`config.mk`:
```
export PLATFORM = sky130hd
export DESIGN_NAME = dmem_arbiter
export DESIGN_NICKNAME = d
export VERILOG_FILES = /design/src/rtl/dmem_arbiter.sv
export SDC_FILE = /design/constraint.sdc
export NUM_CORES = 1
export LEC_CHECK = 0
export BUFFER_PORTS_ARGS = -buffer_cell sky130_fd_sc_hd__buf_2
export CAP_MARGIN = 20
export CORE_AREA = 2 2 119 121
export DETAILED_ROUTE_END_ITERATION = 7
export DIE_AREA = 0 0 121 123
export HOLD_SLACK_MARGIN = 0.05
export PLACE_DENSITY_LB_ADDON = 0.05
export REMOVE_ABC_BUFFERS = 1
export SYNTH_ARGS = -nofsm -noshare
export SYNTH_HDL_FRONTEND = slang
export SYNTH_SLANG_ARGS = --single-unit
export TNS_END_PERCENT = 30
```
`constraint.sdc`:
```
create_clock -name i_clk -period 4.25 [get_ports i_clk]
set_clock_uncertainty 0.2 [all_clocks]
set_input_delay 0.2125 -clock i_clk [delete_from_list [all_inputs] [get_ports i_clk]]
set_output_delay 0.2125 -clock i_clk [all_outputs]
set_load 0.02 [all_outputs]
```
`src/rtl/dmem_arbiter.sv`:
```
// Two-port data-memory arbiter: CPU (MEM stage, byte-addressed) and debug (word-aligned)
// share one synchronous single-port RAM. Define DMEM_ARB_RR_EN for round-robin contention.

package dmem_arb_pkg;
    typedef struct packed {
        logic [3:0]  we;
        logic [31:0] addr;
        logic [31:0] wdata;
    } port_req_t;

    typedef struct packed {
        logic [3:0]  we;
        logic [29:0] addr;
        logic [31:0] wdata;
    } mem_cmd_t;

    typedef enum logic [1:0] {
        OWN_NONE = 2'd0,
        OWN_CPU  = 2'd1,
        OWN_DBG  = 2'd2
    } owner_e;
endpackage

// Per-port command formatter; SHIFT_EN lanes move right-aligned stores into their byte lanes.
module dmem_arb_lane
    import dmem_arb_pkg::*;
#(
    parameter bit SHIFT_EN = 1'b0
) (
    input  port_req_t i_req,
    output mem_cmd_t  o_cmd
);
    logic [1:0] w_off;

    assign w_off = SHIFT_EN ? i_req.addr[1:0] : 2'b00;

    always_comb begin
        o_cmd.addr  = i_req.addr[31:2];
        o_cmd.we    = i_req.we << w_off;
        o_cmd.wdata = i_req.wdata << {w_off, 3'b000};
    end
endmodule

module dmem_arbiter
    import dmem_arb_pkg::*;
#(
    parameter int STARVE_LIMIT = 8
) (
    input  logic        i_clk,
    input  logic        i_rst_n,
    input  logic        i_cpu_req,
    input  logic [3:0]  i_cpu_we,
    input  logic [31:0] i_cpu_addr,
    input  logic [31:0] i_cpu_wdata,
    output logic        o_cpu_gnt,
    output logic        o_cpu_rvalid,
    output logic [31:0] o_cpu_rdata,
    output logic [1:0]  o_cpu_rsel,
    input  logic        i_dbg_req,
    input  logic [3:0]  i_dbg_we,
    input  logic [31:0] i_dbg_addr,
    input  logic [31:0] i_dbg_wdata,
    output logic        o_dbg_gnt,
    output logic        o_dbg_rvalid,
    output logic [31:0] o_dbg_rdata,
    output logic        o_mem_en,
    output logic [3:0]  o_mem_we,
    output logic [29:0] o_mem_addr,
    output logic [31:0] o_mem_wdata,
    input  logic [31:0] i_mem_rdata
);
    localparam int NUM_PORTS = 2;

    port_req_t w_req [NUM_PORTS];
    mem_cmd_t  w_cmd [NUM_PORTS];
    mem_cmd_t  w_sel;
    logic      w_dbg_pri;
    logic      w_cpu_gnt;
    logic      w_dbg_gnt;
    owner_e    r_owner;
    owner_e    w_owner_nxt;
    logic [1:0] r_cpu_rsel;

    assign w_req[0] = '{we: i_cpu_we, addr: i_cpu_addr, wdata: i_cpu_wdata};
    assign w_req[1] = '{we: i_dbg_we, addr: i_dbg_addr, wdata: i_dbg_wdata};

    // Port 0 is the CPU and needs byte-lane alignment; port 1 (debug) passes through.
    generate
        for (genvar g = 0; g < NUM_PORTS; g++) begin : g_lane
            dmem_arb_lane #(.SHIFT_EN(g == 0)) u_lane (
                .i_req (w_req[g]),
                .o_cmd (w_cmd[g])
            );
        end
    endgenerate

`ifdef DMEM_ARB_RR_EN
    logic r_last_dbg;

    assign w_dbg_pri = ~r_last_dbg;

    always_ff @(posedge i_clk or negedge i_rst_n) begin
        if (!i_rst_n) begin
            r_last_dbg <= 1'b1;
        end else if (w_cpu_gnt) begin
            r_last_dbg <= 1'b0;
        end else if (w_dbg_gnt) begin
            r_last_dbg <= 1'b1;
        end
    end
`else
    localparam int CW = (STARVE_LIMIT < 1) ? 1 : $clog2(STARVE_LIMIT + 1);
    localparam logic [CW-1:0] LIM = CW'(STARVE_LIMIT);

    logic [CW-1:0] r_wait_cnt;

    assign w_dbg_pri = (r_wait_cnt == LIM);

    // Counts consecutive cycles debug has been left waiting; saturates at the escape point.
    always_ff @(posedge i_clk or negedge i_rst_n) begin
        if (!i_rst_n) begin
            r_wait_cnt <= '0;
        end else if (i_dbg_req && !w_dbg_gnt) begin
            if (r_wait_cnt != LIM) r_wait_cnt <= r_wait_cnt + 1'b1;
        end else begin
            r_wait_cnt <= '0;
        end
    end
`endif

    // Grants are gated by reset so nothing reaches the RAM while rst_n is low.
    assign w_cpu_gnt = i_rst_n & i_cpu_req & ~(i_dbg_req & w_dbg_pri);
    assign w_dbg_gnt = i_rst_n & i_dbg_req & ~(i_cpu_req & ~w_dbg_pri);

    assign o_cpu_gnt = w_cpu_gnt;
    assign o_dbg_gnt = w_dbg_gnt;

    always_comb begin
        w_sel       = w_dbg_gnt ? w_cmd[1] : w_cmd[0];
        o_mem_en    = w_cpu_gnt | w_dbg_gnt;
        o_mem_we    = 4'b0000;
        o_mem_addr  = '0;
        o_mem_wdata = '0;
        if (o_mem_en) begin
            o_mem_we    = w_sel.we;
            o_mem_addr  = w_sel.addr;
            o_mem_wdata = w_sel.wdata;
        end
    end

    always_comb begin
        w_owner_nxt = OWN_NONE;
        if (w_cpu_gnt && i_cpu_we == 4'b0000) begin
            w_owner_nxt = OWN_CPU;
        end else if (w_dbg_gnt && i_dbg_we == 4'b0000) begin
            w_owner_nxt = OWN_DBG;
        end
    end

    // Async clear drops any response still in flight when reset hits.
    always_ff @(posedge i_clk or negedge i_rst_n) begin
        if (!i_rst_n) begin
            r_owner    <= OWN_NONE;
            r_cpu_rsel <= 2'b00;
        end else begin
            r_owner <= w_owner_nxt;
            if (w_owner_nxt == OWN_CPU) r_cpu_rsel <= i_cpu_addr[1:0];
        end
    end

    assign o_cpu_rvalid = (r_owner == OWN_CPU);
    assign o_dbg_rvalid = (r_owner == OWN_DBG);
    assign o_cpu_rdata  = o_cpu_rvalid ? i_mem_rdata : 32'h0;
    assign o_dbg_rdata  = o_dbg_rvalid ? i_mem_rdata : 32'h0;
    assign o_cpu_rsel   = r_cpu_rsel;
endmodule

```
## Yosys cells after proc, flatten, opt, wreduce, memory -nomap -nowiden

Index checks and enable logic that the tools add are counted.
Widths: inputs -> output; s select.

| cells by class | value |
|---|---|
| add/sub/neg operators | 1 |
| eq/ne operators | 6 |
| shifts and indexed selects | 2 |
| mux-type cells | 10 |
| bitwise gates (word level) | 10 |
| reduce and logical (&&, ||, !) cells | 6 |

Operator list:

| cell | number |
|---|---|
| $mux 32 | 3 |
| $mux 66 | 1 |
| $shl 32x5->32 | 1 |
| $mux 30 | 1 |
| $mux 4 | 3 |
| $logic_not 4->1 | 2 |
| $and 1x1->1 | 6 |
| $add 4x1->4 const B | 1 |
| $eq 2x1->1 const B | 2 |
| $eq 4x4->1 const B | 1 |
| $mux 2 | 2 |
| $ne 4x4->1 const B | 1 |
| $shl 4x2->4 | 1 |
| $logic_and 1x1->1 | 3 |
| $not 1->1 | 3 |
| $eq 2x2->1 const B | 1 |
| $ne 2x1->1 const B | 1 |
| $logic_not 1->1 | 1 |
| $or 1x1->1 | 1 |

| storage, ports and cells | value |
|---|---|
| flip-flop bits (word level) | 8 |

## Logic depth before layout (Yosys ltp)

Gate-level depths: netlist of the first run.

| depth | value |
|---|---|
| depth after elaboration | 9 |
| mapped depth | 9 |

## Cells and area by module

From an unflattened synthesis of the first run, not the netlist that was laid out.

| second synthesis, totals | value |
|---|---|
| cells, all modules | 362 |
| area, all modules | 2876.5 sq um |

Modules (own cells, without submodules):

| module | instances | cells each | area each (sq um) | sequential area each (sq um) |
|---|---|---|---|---|
| dmem_arbiter | 1 | 194 | 1546.5 | 200.2 |
| dmem_arb_lane (g_lane[0].u_lane) | 1 | 102 | 834.6 | 0.0 |
| dmem_arb_lane (g_lane[1].u_lane) | 1 | 66 | 495.5 | 0.0 |

## Worst setup path after synthesis of the first run

No wires, ideal clock.

| path | value |
|---|---|
| kind | flip-flop to output port |
| start point | register r_wait_cnt[0] |
| end point | output port o_mem_wdata[10] |
| arrival | 1.715 ns |
| data required time | 3.838 ns |
| slack | 2.123 ns |
| stages on the path, launching flop included | 9 |
| path through | dfrtp_1 inv_1 ha_1 nand3b_1 a21o_2 inv_2 buf_6 or3_1 a21oi_1 |

| between the ends | value |
|---|---|
| word-level cells in the longest chain between the ends | 7 |
| elaborated cells between the ends (all ways) | 11 |

RTL lines:

| what | RTL line | text |
|---|---|---|
| start: declaration | 115 | `logic [CW-1:0] r_wait_cnt;` |
| start signal: assignment | 124 | `if (r_wait_cnt != LIM) r_wait_cnt <= r_wait_cnt + 1'b1;` |
| $eq 4x4->1 (*) | 117 | `assign w_dbg_pri = (r_wait_cnt == LIM);` |
| $not 1->1 | 133 | `assign w_dbg_gnt = i_rst_n & i_dbg_req & ~(i_cpu_req & ~w_dbg_pri);` |
| $and 1x1->1 | 133 |  |
| $not 1->1 | 133 |  |
| $and 1x1->1 | 133 |  |
| $mux 66 or $or 1x1->1 (tied branches) | 139, 140 |  |
| $mux 32 (*) | 144 | `if (o_mem_en) begin` |
| end: declaration | 69 | `output logic [31:0] o_mem_wdata,` |

Every way passes the cells marked *; elsewhere a longest branch is shown, timed or not.

## Final worst setup path of the first run

| path | value |
|---|---|
| start point | input port i_rst_n |
| end point | output port o_mem_wdata[0] |

| between the ends | value |
|---|---|
| word-level cells in the longest chain between the ends | 4 |
| elaborated cells between the ends (all ways) | 7 |

RTL lines:

| what | RTL line | text |
|---|---|---|
| start: declaration | 50 | `input logic i_rst_n,` |
| $and 1x1->1 (on tied branches) (2 in series) | 133, 132 |  |
| $mux 66 or $or 1x1->1 (tied branches) | 139, 140 |  |
| $mux 32 (*) | 144 |  |

Marked as above.

==> flow_summary.toml, run 1 <==
[run_status]
status = "completed"

[synth]
netlist_area_mm2 = 0.00223
yosysTopAreaCellShare_pct = 18.2
synthCells = 370
synth_edf_count = 0
yosys_most_used_dff = "dfrtp_1"
yosysUniqueCellTypes = 32
synth_seq_cells = 8
synth.area.top_cells = "and2_1 18%, nand2_1 18%, a21oi_1 12%"
yosysWarnings = 0
async_reset_ff_share_pct = 100
synth.largest_area_cell = "and2_1"
synth.avg_cell_area_um2 = 6.03
ys_seq_area_share_pct = 8.97

[floorplanning]
ios = 309
initial_core_util_pct = 16.4
coreArea_mm2 = 0.0136
die_x_um = 121
rows = 43
dieArea_mm2 = 0.0149
dieHeight_um = 123

[timing]
fin_crit_sh_pct = 75.4
timing.final.ws_setup_ns = 1.05
min_period_ns = 3.20
maxSlewViolCount = 0
setup_violations = 0
final-hold-violation-count = 0
grt_setup_unrepaired = "false"
finalSetupTns_ns = 0
tightest_slew_ns = 0.950
slew_headroom_pct = 36.6
max_freq_mhz = 312

[cts]
postCtsSetupBuffers = 0
clk_latency_ns = 0.23
cts_sinks = 8
htree_levels = 1
cts_buffers = 3
root_buffer = "clkbuf_16"
cts_buffer_depth = 2
cts_tree = "yes"
path_clk_slew_ns = 0.04

[power]
p_leak_nw = 2.35
peakVddDrop_mv = 0.0677
p_per_area_mw_per_mm2 = 144

[critical_path]
endpoint_kind = "output pin"
start_kind = "primary input"
crit_path_start = "i_rst_n"
cp_data_arrival_time_ns = 2.79
required_ns = 3.84
timing.rr.start = "r_wait_cnt[0]"
critPathMaxFanout = 57
cp_slowest_cell = "inv_2"
max_stage_delay_ns = 0.68
crit_chain = "dlygate4sd3_1, buf_2, nand2_1, a21o_2, inv_2, buf_4, nand2_1, a21oi_1, buf_2"
critPathKind = "primary input to output pin"

[layout]
drive_gt1_share_pct = 50.0
final_cell_area_mm2 = 0.00397
fin_cells = 834
antenna_cells = 0
area_growth_pct = 78.1
layout.nets = 830

[global_routing]
grtUsageTotal_pct = 13.9
antenna_found_initial = 0
grt_util_met3_pct = 2.95
grt_pass1_wl_um = 16700
top_usage_layer = "met2"
grt_pass1_vias = 3403
overflow = 0
grt_max_degree = 58
grt_use_met1_pct = 14.7
met2_usage_pct = 28.8

[place]
gp_congestion = 0.721
pre_cts_ws_ns = 1.38
placed_cell_area_mm2 = 0.00387
dpl.hpwl_um = 9060
io_buffers = 306
dp_cells = 828

[drt]
wirelength_um = 11300
ant_nets = 0
vias_per_cell = 4.32
drc = 0
wl_per_cell_um = 13.6
drtPass1Iterations = 4
drt_iter0_drc = 95
dr_total_vias = 3599

[run]
max_cap_viol_count = 0

[worst_hold_path]
min-delay-start = "i_dbg_req"
worst_hold_path_type = "primary input to flop"
[where the power goes]
part / internal [W] / leakage, nW / total [W] / switching [W]
registers: 0.0000828 / 0.107 / 0.0000876 / 0.00000475
clock network: 0.000121 / 0.0370 / 0.000154 / 0.0000333
logic: 0.000141 / 2.21 / 0.000331 / 0.000190
[synth_stat cells, types with 2 or more instances]
cell / n
a21oi_1: 54
a22o_1: 10
a32o_1: 2
and2_1: 65
buf_1: 2
buf_2: 6
buf_4: 6
buf_6: 2
clkbuf_1: 17
dfrtp_1: 8
ha_1: 2
inv_1: 3
mux2_2: 10
mux2i_1: 18
nand2_1: 106
nand3_1: 9
nand3b_1: 2
nor2_1: 6
nor2b_1: 4
o211ai_1: 8
o21ai_0: 12
or3_1: 8
[state kept, by name, summed over array words and instances (netlist names)]
name        count
o_cpu_rsel      2
r_owner         2
r_wait_cnt      4
[layer usage]
layer,part of all wire (%),vias to the layer above
li1,-,1819
met1,37,1587
met2,54,191
met3,9.2,2
met4,0.28,0
met5,0,-
[cell usage in the layout, fill, tap and decap left out, drive strengths merged, types with 3 or more instances in the layout]
cell / instances
o211ai: 8
or3: 8
inv: 4
mux2i: 18
dfrtp: 8
a22o: 10
buf: 311
a21oi: 54
nand3: 9
nor2: 6
nand2: 106
nor2b: 4
and2: 65
mux2: 10
o21ai: 13
clkbuf: 3
dlygate4sd3: 3
[per-stage QoR]
step           utilization (%)  hold WS (ns)  power (W)
6_report                  29.2        0.0944   0.000572
4_1_cts                   29.2        0.0926   0.000583
2_1_floorplan                -        -0.283   0.000249
5_1_grt                   29.2         0.115   0.000618
3_5_place_dp              28.4       -0.0814   0.000422
3_3_place_gp              28.4       -0.0892   0.000420
[critical path, delay by kind of cell]
family                 cells  cell delay (ns)
buffers and inverters      5             2.07
AO/OA/AOI/OAI              2             0.33
AND/OR/NAND/NOR            2             0.17
[path summary, 6_finish.rpt]
check	endpoint	cells past startpoint	slack (ns)
setup / recovery	o_mem_wdata[0]	9	1.05
hold / removal	r_wait_cnt[3]	3	0.09
setup reg to reg	o_cpu_rsel[1]	6	1.80
hold reg to reg	o_cpu_rsel[1]	1	0.31
max in group asynchronous	o_cpu_rsel[0]	2	3.40
min in group asynchronous	r_wait_cnt[3]	2	0.22
[timing repair]
action	4_1_cts	5_1_grt
endpoints found under the hold margin	9	0
hold buffers	3	0
resized for setup	0	0
endpoints found under the setup margin	0	0
[kinds of logic (layout without fill, tap and decap cells)]
kind of cell,count (synthesis),in the layout,synth area share [%]
adders and majority gates,2,2,1.12
xor gates and xnor gates,2,2,0.785
AOI/OAI and AO/OA,89,89,23.3
and+or+nand+nor,204,204,44.4
muxes,28,28,13.1
DFF,8,8,8.97
buffers and inverters,37,321,8.24
[area by class of cell]
| class | instances | area (µm²) |
|---|---|---|
| tap | 180 | 225 |
| timing repair buffer | 314 | 1600 |
| sequential | 8 | 200 |
| clock buffer | 3 | 75.1 |
| multi-input combinational | 325 | 1860 |
| fill | 1599 | 9640 |
| inverter | 4 | 15.0 |
(Power assumes the default switching activity.)
==> run 2: changes to the inputs <==
Settings changed: ABC_AREA set to 1.
Clock period 4.25 ns to 2.7 ns, I/O delays scaled along.
==> flow_summary.toml, run 2 <==
[floorplanning]
initial_core_util_pct = 20.8
coreArea_mm2 = 0.0136
ios = 309
rows = 43
dieArea_mm2 = 0.0149
die_x_um = 121
dieHeight_um = 123

[synth]
netlist_top_cells_count = "198 x nand2_1, 172 x nor2_1, 103 x inv_1"
synthCells = 639
synth.avg_cell_area_um2 = 4.42
synth.area.top_cells = "nand2_1 26%, nor2_1 23%, nand3_1 15%"
async_reset_ff_share_pct = 100
yosysTopAreaCellShare_pct = 26.3
yosysWarnings = 0
yosysUniqueCellTypes = 23
ys_seq_area_share_pct = 7.09
synth_seq_cells = 8
netlist_area_mm2 = 0.00283
synth_edf_count = 0
yosysMostFrequentCell = "nand2_1"
synth.largest_area_cell = "nand2_1"
yosys_most_used_dff = "dfrtp_1"

[timing]
min_period_ns = 2.48
max_freq_mhz = 404
final-hold-violation-count = 0
tightest_slew_ns = 0.951
setup_violations = 0
slew_headroom_pct = 36.5
timing.final.ws_setup_ns = 0.225
grt_setup_unrepaired = "false"
finalSetupTns_ns = 0
fin_crit_sh_pct = 91.7
maxSlewViolCount = 0

[cts]
cts_resized = 0
path_clk_slew_ns = 0.04
cts_buffers = 3
cts_tree = "yes"
root_buffer = "clkbuf_16"
cts_hold_buf = 5
clk_latency_ns = 0.23
htree_levels = 1
postCtsSetupBuffers = 0
cts_sinks = 8
cts_buffer_depth = 2

[run]
max_cap_viol_count = 0

[global_routing]
grt_max_degree = 53
antenna_found_initial = 2
grtUsageTotal_pct = 17.3
grt_pass1_wl_um = 20700
overflow = 0
grt_pass1_vias = 4109

[layout]
regArea_um2 = 200
layout.nets = 1097
largest_reg_flops = 4
area_growth_pct = 62.8
multi_input_area_mm2 = 0.00201
drive_gt1_share_pct = 35.7
largest-register = "r_wait_cnt"
final_common_cell = "buf_2"
utilization_pct = 33.8
final_cell_mix = "306 x buf_2, 198 x nand2_1, 172 x nor2_1, 103 x inv_1, 83 x nand3_1"
fill_cells = 1684

[drt]
drtPass1Iterations = 6
drc = 0
wirelength_um = 14300
wl_per_cell_um = 12.9
ant_nets = 0
vias_per_cell = 4.13
dr_total_vias = 4552
drt_iter0_drc = 201

[critical_path]
rrSetupSlack_ns = 0.66
ff2ff_path_depth = 7
max_stage_delay_ns = 0.54
timing.rr.start = "r_wait_cnt[0]"
worst_r2r_endpoint = "r_owner[1]"
critPathMaxFanout = 52
critPathKind = "primary input to flop"
start_kind = "primary input"
required_ns = 2.67
cp_data_arrival_time_ns = 2.44
cp_slowest_cell = "dlygate4sd3_1"
crit_chain = "dlygate4sd3_1, buf_2, nand2_1, inv_2, buf_4, nand3_1, nor2_1, dlygate4sd3_1"
endpoint_kind = "flop"
cp_common_cell = "dlygate4sd3_1"

[place]
gp_congestion = 0.768
dpl.hpwl_um = 11200
pre_cts_ws_ns = 0.561
io_buffers = 306

[worst_hold_path]
worst_hold_path_type = "primary input to async pin"

[power]
peakVddDrop_mv = 0.138
p_leak_nw = 3.23
p_per_area_mw_per_mm2 = 221

[run_status]
status = "completed"
[run 2: stage by stage]
step           cells  cell area (µm²)  total power (W)  hold WS, ns
5_1_grt         1102             4600          0.00111        0.145
6_report        1102             4600          0.00102        0.118
3_5_place_dp    1093             4470         0.000775       -0.167
4_1_cts         1101             4600          0.00103        0.131
3_3_place_gp    1093             4470         0.000777       -0.176
2_1_floorplan    597             2610         0.000482       -0.361
[run 2: kinds of logic after synthesis]
kind of cell	Yosys count	share of synthesized area, %
DFF	8	7.09
xor gates and xnor gates	2	0.620
buffers and inverters	150	21.9
and+or+nand+nor	467	67.6
adders and majority gates	2	0.886
AOI/OAI and AO/OA	10	1.95
[run 2: power breakdown]
group | internal [W] | leakage, nW | switching (W)
combinational | 0.000248 | 3.09 | 0.000386
sequential | 0.000130 | 0.108 | 0.00000762
clock | 0.000191 | 0.0370 | 0.0000540
[run 2: how the worst max path moves through the flow]
stage / startpoint / endpoint / slack [ns] / cells past startpoint
2_1_floorplan: r_wait_cnt[0] / o_mem_addr[0] / 0.12 / 8
5_1_grt: i_rst_n / r_owner[1] / 0.01 / 8
3_5_place_dp: r_wait_cnt[0] / o_mem_addr[11] / 0.56 / 10
3_3_place_gp: r_wait_cnt[0] / o_mem_addr[11] / 0.54 / 10
6_report: i_rst_n / r_owner[1] / 0.22 / 8
4_1_cts: i_rst_n / r_owner[1] / 0.16 / 8
[run 2: final cells by class]
class,count,share of cell area [%]
multi-input combinational,481,43.7
inverter,108,8.82
clock buffer,3,1.63
tap,180,4.90
antenna,1,0.0544
timing repair buffer,321,36.6
sequential,8,4.35
[run 2: critical path, delay by kind of cell]
kind                   cells  cell delay, ns
buffers and inverters      5            1.87
AND/OR/NAND/NOR            3            0.42
[run 2: metal layers]
layer,share of wire (%),vias to the layer above,GRT usage [%]
li1,-,2444,-
met1,39,1916,18.9
met2,52,182,34.3
met3,8.7,8,4.38
met4,0.65,2,2.03
met5,0.11,-,0
==> run 3: changes to the inputs <==
Settings changed: CORE_AREA 2 2 119 121 to 2 2 121 123, CTS_BUF_LIST set to sky130_fd_sc_hd__clkbuf_4 sky130_fd_sc_hd__clkbuf_8, DIE_AREA 0 0 121 123 to 0 0 123 125.
==> flow_summary.toml, run 3 (synthesis gave the netlist of run 2 again) <==
[timing]
finalSetupTns_ns = 0
maxSlewViolCount = 0
setup_violations = 0
slew_headroom_pct = 35.9
grt_setup_unrepaired = "false"
tightest_slew_ns = 0.960
min_period_ns = 2.43
final-hold-violation-count = 0
max_freq_mhz = 411
fin_crit_sh_pct = 90.1

[cts]
cts_sinks = 8
cts_buffers = 3
root_buffer = "clkbuf_8"
path_clk_slew_ns = 0.04
cts_buffer_depth = 2
clk_latency_ns = 0.23
cts_tree = "yes"
htree_levels = 1

[drt]
wl_per_cell_um = 13.1
dr_total_vias = 4599
drtPass1Iterations = 5
drt_iter0_drc = 178
vias_per_cell = 4.15
wirelength_um = 14500
drc = 0
ant_nets = 0

[power]
p_per_area_mw_per_mm2 = 201
peakVddDrop_mv = 0.0742
p_leak_nw = 3.22

[floorplanning]
die_x_um = 123
initial_core_util_pct = 19.9
dieArea_mm2 = 0.0154
dieHeight_um = 125
ios = 309
coreArea_mm2 = 0.0142
rows = 44

[critical_path]
start_kind = "flop"
critPathKind = "flop to flop"
cp_data_arrival_time_ns = 2.40
required_ns = 2.66
critPathMaxFanout = 52
endpoint_kind = "flop"

[run]
max_cap_viol_count = 0

[layout]
area_growth_pct = 61.5
drive_gt1_share_pct = 35.9
largest-register = "r_wait_cnt"
antenna_cells = 0
layout.nets = 1099
fin_cells = 1107
final_common_cell = "buf_2"
final_cell_mix = "306 x buf_2, 198 x nand2_1, 172 x nor2_1, 103 x inv_1, 83 x nand3_1"
largest_reg_flops = 4

[global_routing]
grtUsageTotal_pct = 17.4
grt_pass1_vias = 4114
grt_pass1_wl_um = 21200
grt_max_degree = 53
overflow = 0
antenna_found_initial = 1

[place]
gp_congestion = 0.780
dpl.hpwl_um = 11400
io_buffers = 306
dp_cells = 1099

[worst_hold_path]
worst_hold_path_type = "primary input to flop"

[run_status]
status = "completed"
==> run 3: critical path, stage by stage (launching register included) <==
cell and delay, ns:
dfrtp_1 0.42, inv_1 0.08, ha_1 0.17, nand3_2 0.11
nand2_4 0.07, buf_4 0.46, nand3_1 0.17, nor2_1 0.14
dlygate4sd3_1 0.54
==> run 3: final timing paths <==
path | end | startpoint | slack [ns] | depth (start not counted)
worst max-delay path | r_owner[1] | r_wait_cnt[0] | 0.27 | 8
worst min-delay path | r_wait_cnt[1] | i_rst_n | 0.10 | 4
worst max register to register | r_owner[1] | r_wait_cnt[0] | 0.27 | 8
worst min register to register | o_cpu_rsel[0] | o_cpu_rsel[0] | 0.29 | 2
max in group asynchronous | r_owner[0] | i_rst_n | 1.79 | 3
min in group asynchronous | r_wait_cnt[1] | i_rst_n | 0.18 | 2
==> run 3: cell type report <==
type	count	area, µm²
Inverter	108	407
Multi-Input combinational cell	481	2010
Fill cell	1771	9640
Timing Repair Buffer	323	1680
Tap cell	184	230
Sequential cell	8	200
Clock buffer	3	41.3
==> run 3: what timing repair did <==
| item | 4_1_cts | 5_1_grt |
|---|---|---|
| resized for setup | 0 | 2 |
| endpoints found under the setup margin | 0 | 46 |
| hold endpoints to repair | 10 | 0 |
| hold buffers | 5 | 0 |
| setup buffers | 0 | 0 |
==> run 3: metal layers <==
| metal | vias to the layer above | track usage, % | wire (µm) |
|---|---|---|---|
| li1 | 2451 | - | - |
| met1 | 1958 | 19.8 | 5860 |
| met2 | 180 | 34.5 | 7460 |
| met3 | 8 | 2.60 | 1110 |
| met4 | 2 | 2.07 | 95 |
| met5 | - | 0 | 13 |
==> run 3: where the power goes <==
group          switching (W)  total (W)  internal [W]
registers         0.00000740   0.000137      0.000130
clock network      0.0000459   0.000142     0.0000965
logic               0.000388   0.000635      0.000247
total               0.000442   0.000915      0.000473
==> run 3: per-stage QoR <==
step	setup slack [ns]	area (µm²)	util, %	hold slack (ns)	total power [W]
3_3_place_gp	0.561	4470	31.4	-0.219	0.000776
2_1_floorplan	0.118	2610	-	-0.361	0.000482
4_1_cts	0.0541	4560	32.1	0.112	0.000927
6_report	0.267	4560	32.1	0.103	0.000915
3_5_place_dp	0.544	4470	31.4	-0.215	0.000776
5_1_grt	0.0183	4560	32.1	0.161	0.00101
